## src/rtl/lz_pkg.sv

```systemverilog
// Shared definitions for the leading-zero normalization datapath.
// Holds the denormalizer state type and the count-width helper used by encoder and denormalizer.
package lz_pkg;

    typedef enum logic [1:0] {
        IDLE,
        SHIFT,
        DONE
    } lz_dn_state_t;

    // A count of w leading zeros (an all-zero word) needs one bit more than $clog2(w).
    function automatic int lz_cnt_width(input int w);
        return $clog2(w) + 1;
    endfunction

endpackage

```

## src/rtl/lz_shift_stage.sv

```systemverilog
// One conditional logarithmic shifter stage: right shift by 2^k with zero fill.
// Shift amounts that reach or exceed the word width clear the word rather than wrapping.
module lz_shift_stage #(
    parameter int DATA_WIDTH = 8,
    parameter int K_WIDTH    = 2
) (
    input  logic [DATA_WIDTH-1:0] data,
    input  logic [K_WIDTH-1:0]    k,
    input  logic                  en,
    output logic [DATA_WIDTH-1:0] result
);

    logic [31:0] amount;

    always_comb begin
        amount = 32'd1 << k;
        result = data;
        if (en) begin
            if (amount >= 32'(DATA_WIDTH)) begin
                result = '0;
            end else begin
                result = data >> amount;
            end
        end
    end

endmodule

```

## src/rtl/lz_denormalizer.sv

```systemverilog
// Multi-cycle right shifter that undoes leading-zero normalization, one count bit per cycle.
// Requests and results use valid/ready handshakes; inconsistent requests are flagged on out_err.
module lz_denormalizer
    import lz_pkg::*;
#(
    parameter  int DATA_WIDTH = 8,
    localparam int CNT_WIDTH  = lz_cnt_width(DATA_WIDTH)
) (
    input  logic                  clk,
    input  logic                  rst_n,
    input  logic                  in_valid,
    output logic                  in_ready,
    input  logic [DATA_WIDTH-1:0] in_norm,
    input  logic [CNT_WIDTH-1:0]  in_cnt,
    output logic                  out_valid,
    input  logic                  out_ready,
    output logic [DATA_WIDTH-1:0] out_data,
    output logic                  out_err
);

    localparam int                  K_WIDTH = $clog2(CNT_WIDTH);
    localparam logic [K_WIDTH-1:0]  LAST_K  = K_WIDTH'(CNT_WIDTH - 1);
    localparam logic [CNT_WIDTH-1:0] DW_CNT = CNT_WIDTH'(DATA_WIDTH);

    lz_dn_state_t          state_q;
    lz_dn_state_t          state_d;
    logic [DATA_WIDTH-1:0] shift_q;
    logic [DATA_WIDTH-1:0] stage_out;
    logic [CNT_WIDTH-1:0]  cnt_q;
    logic [K_WIDTH-1:0]    k_q;
    logic                  err_q;
    logic                  over_range;
    logic                  req_err;

    assign over_range = in_cnt > DW_CNT;
    assign req_err    = over_range || ((in_cnt < DW_CNT) && !in_norm[DATA_WIDTH-1]);

    // The count register is consumed LSB-first, so bit 0 always enables the current stage k.
    lz_shift_stage #(
        .DATA_WIDTH (DATA_WIDTH),
        .K_WIDTH    (K_WIDTH)
    ) u_stage (
        .data   (shift_q),
        .k      (k_q),
        .en     (cnt_q[0]),
        .result (stage_out)
    );

    always_ff @(posedge clk or negedge rst_n) begin
        if (!rst_n) begin
            state_q <= IDLE;
        end else begin
            state_q <= state_d;
        end
    end

    always_comb begin
        state_d = state_q;
        unique case (state_q)
            IDLE:    if (in_valid)        state_d = SHIFT;
            SHIFT:   if (k_q == LAST_K)   state_d = DONE;
            DONE:    if (out_ready)       state_d = IDLE;
            default:                      state_d = IDLE;
        endcase
    end

    // Out-of-range counts load zero so the result is zero regardless of which stages fire.
    always_ff @(posedge clk or negedge rst_n) begin
        if (!rst_n) begin
            shift_q <= '0;
            cnt_q   <= '0;
            k_q     <= '0;
            err_q   <= 1'b0;
        end else begin
            unique case (state_q)
                IDLE: begin
                    if (in_valid) begin
                        shift_q <= over_range ? '0 : in_norm;
                        cnt_q   <= in_cnt;
                        k_q     <= '0;
                        err_q   <= req_err;
                    end
                end
                SHIFT: begin
                    shift_q <= stage_out;
                    cnt_q   <= cnt_q >> 1;
                    k_q     <= (k_q == LAST_K) ? '0 : k_q + 1'b1;
                end
                default: begin
                end
            endcase
        end
    end

    assign in_ready  = (state_q == IDLE);
    assign out_valid = (state_q == DONE);
    assign out_data  = out_valid ? shift_q : '0;
    assign out_err   = out_valid & err_q;

endmodule
```

## config.mk

```make
export PLATFORM = sky130hd
export DESIGN_NAME = lz_denormalizer
export DESIGN_NICKNAME = d
export VERILOG_FILES = /design/src/rtl/lz_pkg.sv /design/src/rtl/lz_shift_stage.sv /design/src/rtl/lz_denormalizer.sv
export SDC_FILE = /design/constraint.sdc
export NUM_CORES = 1
export LEC_CHECK = 0
export CORE_MARGIN = 8
export CORE_UTILIZATION = 25
export DETAILED_ROUTE_END_ITERATION = 8
export PLACE_DENSITY = 0.45
export SETUP_SLACK_MARGIN = 0.1
export SLEW_MARGIN = 30
export SYNTH_ARGS = -nofsm -noshare
export SYNTH_HDL_FRONTEND = slang
export SYNTH_SLANG_ARGS = --single-unit
export TNS_END_PERCENT = 30
```

## constraint.sdc

```tcl
create_clock -name clk -period 2 [get_ports clk]
set_clock_uncertainty 0.1 [all_clocks]
set_input_delay 0.2 -clock clk [delete_from_list [all_inputs] [get_ports clk]]
set_output_delay 0.2 -clock clk [all_outputs]
set_load 0.02 [all_outputs]
```

==> impl_metrics.py <==
metrics = {
    "cts": {
        "cts_hold_buffers": 0,
        "clk_pin_slew_ns": 0.07,
        "cts_htree_levels": 1,
        "clk_path_buf_depth": 2,
        "cts_root_buffer": "clkbuf_8",
        "cts_tree": "built",
        "numCtsBuffers": 3,
        "cts_sinks": 17,
        "insertion_delay_ns": 0.26,
    },
    "floorplanning": {
        "io_pins": 27,
        "rows": 25,
        "die_w_um": 85.50,
        "initial_core_util_pct": 25.73,
        "core_area_sq_um": 4692,
        "dieArea_sq_um": 7309,
        "dieHeight_um": 85.50,
    },
    "cells_and_area": {
        "final_cell_area_sq_um": 1693,
        "diodes": 0,
        "area_delta_synth_final_pct": 40.21,
        "final_layout_size_suffix_gt1_share_pct": 24.10,
        "nNetsFinal": 189,
        "final_cell_mix": "buf_4, dfrtp_1, clkdlybuf4s50_1, dlygate4sd2_1",
        "final_common_cell": "buf_4",
        "utilization_pct": 36.08,
    },
    "logic_synthesis": {
        "yosys.area_share.simple_pct": 23.32,
        "yosysSeqAreaShare_pct": 35.23,
        "syn_area_sq_um": 1207,
        "synth_nets": 146,
        "yosysTopAreaCell": "dfrtp_1",
        "yosys_warnings": 0,
        "synth_fa_ha_area_share_pct": 6.218,
        "synth_top_family_by_area": "simple AND/OR/NAND/NOR gates",
        "syn_inst": 124,
        "ys_seq_elements": 17,
        "synth_compound_area_share_pct": 17.72,
        "synth_xor_area_share_pct": 0,
        "netlist-cell-type-count": 35,
        "muxShareOfSynthArea_pct": 12.33,
        "netlist.area_leader.share_pct": 35.23,
        "synth.avg_cell_area_sq_um": 9.737,
        "yosys-top-cells-area": "dfrtp_1, ha_1, mux2i_1",
    },
    "global_route": {
        "grt_antenna_before_repair": 0,
        "grt_pass1_vias": 1128,
        "gr-total-overflow": 0,
        "track_usage_pct": 9.582,
        "grt_pass1_wl_um": 5595,
        "grt_max_degree": 18,
    },
    "placement": {
        "hpwlAfterDp_um": 2582,
        "place_congestion": 0.8738,
        "portBuffers": 26,
        "placed_area_sq_um": 1609,
    },
    "setup_path": {
        "cp-end-kind": "register",
        "start_kind": "register",
        "max_stage_delay_ns": 0.47,
        "r2r_cells": 6,
        "crit_start": "k_q[0]$_DFFE_PN0P_",
        "cp_cell_sequence": "inv_4 -> ha_4 -> mux2_2 -> mux4_2 -> a22oi_2 -> a21oi_1",
        "r2r-start": "k_q[0]$_DFFE_PN0P_",
        "slowest_stage": "mux4_2",
        "critPathArrivalTime_ns": 1.98,
        "critPathMaxFanout": 5,
        "cp.required_ns": 2.05,
        "worst-setup-path-type": "register to register",
    },
    "status": {
        "status": "completed",
    },
    "drt": {
        "drt-initial-drc-count": 34,
        "first_pass_iters": 4,
        "via_per_inst": 4.823,
        "route.detailed.drc": 0,
        "wl_per_cell_um": 15.47,
        "drt_wl_total_um": 3403,
        "ant_nets": 0,
        "vias": 1061,
    },
    "power": {
        "powerDensity_nw_per_um2": 1580,
        "leakage_nw": 0.7641,
        "finalPower_mw": 2.676,
        "vdd_drop_max_mv": 0.7086,
    },
    "timing": {
        "fmax_mhz": 518.3,
        "tns_ns": 0,
        "post-route-period-util_pct": 96.47,
        "finalSetupViolCount": 0,
        "slew_headroom_pct": 70.81,
        "hold_ws_ns": 0.1686,
        "tightestPinTransition_ns": 0.4379,
        "finalHoldViolCount": 0,
        "min_period_ns": 1.929,
        "slew_viol_final": 0,
        "rsz0062_at_grt": "true",
    },
    "worst_hold_path": {
        "hold_path.class": "input port to asynchronous set/reset pin",
    },
    "job": {
        "max_cap_viol_count": 0,
    },
}
## cells in the mapped netlist
master	count
nand3b_1	2
a31oi_1	3
o21ai_0	8
nor2b_1	6
and2_2	1
o21bai_1	1
ha_1	6
a311o_1	1
mux2_2	3
and2b_2	1
inv_1	3
buf_4	2
a22o_1	2
and3_1	1
mux2i_1	7
buf_6	2
clkbuf_1	1
nand2b_4	1
mux4_2	2
and2_1	10
nor3_1	1
a32o_1	2
nor2_1	7
nor4b_4	1
o31ai_1	1
a21oi_2	1
a22oi_1	4
buf_2	1
clkbuf_2	1
o22ai_1	1
a2bb2oi_1	2
a21oi_1	6
nand2b_1	6
dfrtp_1	17
nand2_1	10
## area by class of cell
class	instances	area (sq um)
timing repair buffer	45	389.1
multi-input combinational	97	747.0
clock buffer	4	45.04
fill	483	2999
inverter	3	16.27
tap	54	67.56
sequential	17	427.9
## repair_timing
item / CTS / global route
setup endpoints to repair: 14 / 11
setup buffers: 0 / 4
pin swaps: 0 / 4
gates resized for setup: 13 / 6
## through the flow
stage | worst slack, ns | instances
5_1_grt | 0.01628 | 220
6_report | 0.07051 | 220
2_1_floorplan | 0.1205 | 124
3_5_place_dp | 0.004799 | 212
3_3_place_gp | 0.06081 | 212
4_1_cts | 0.04162 | 216
## power by group
group          switching, mW  leakage (nW)  total, mW  internal (mW)
combinational          0.806         0.534       1.73          0.925
clock                  0.132        0.0228      0.274          0.142
sequential             0.158         0.207      0.670          0.512
## per-layer routing
metal,GRT usage (%),share of wire (%)
met2,15.02,46
met5,0,0
met1,12.01,47
met4,3.025,1.6
met3,3.247,5.7
## flip-flops by register name, indices dropped and copies added (netlist names)
name     count
cnt_q        4
err_q        1
k_q          2
shift_q      8
state_q      2
## logic make-up (layout without fill, tap and decap cells)
logic type	after synthesis	count (layout)
DFF	17	17
AOI/OAI and AO/OA	32	32
and+or+nand+nor	47	47
muxes	12	12
adders and majority gates	6	6
buffers and inverters	10	52
## worst max-delay path: cells and delay by family, from the launching register on
kind / cells / cell delay (ns)
mux: 2 / 0.81
flops: 1 / 0.46
compound gates: 2 / 0.21
fa+ha+maj: 1 / 0.16
buf+inv: 1 / 0.09
## worst paths after layout
path	to	slack, ns
hold / removal	shift_q[4]$_DFFE_PN0P_	0.17
setup reg to reg	shift_q[1]$_DFFE_PN0P_	0.07
min in group clk	err_q$_DFFE_PN0P_	0.40
hold reg to reg	err_q$_DFFE_PN0P_	0.40
max in group asynchronous	k_q[1]$_DFFE_PN0P_	1.40
setup / recovery	shift_q[1]$_DFFE_PN0P_	0.07
Note: power is estimated with default switching activity, not from simulation.
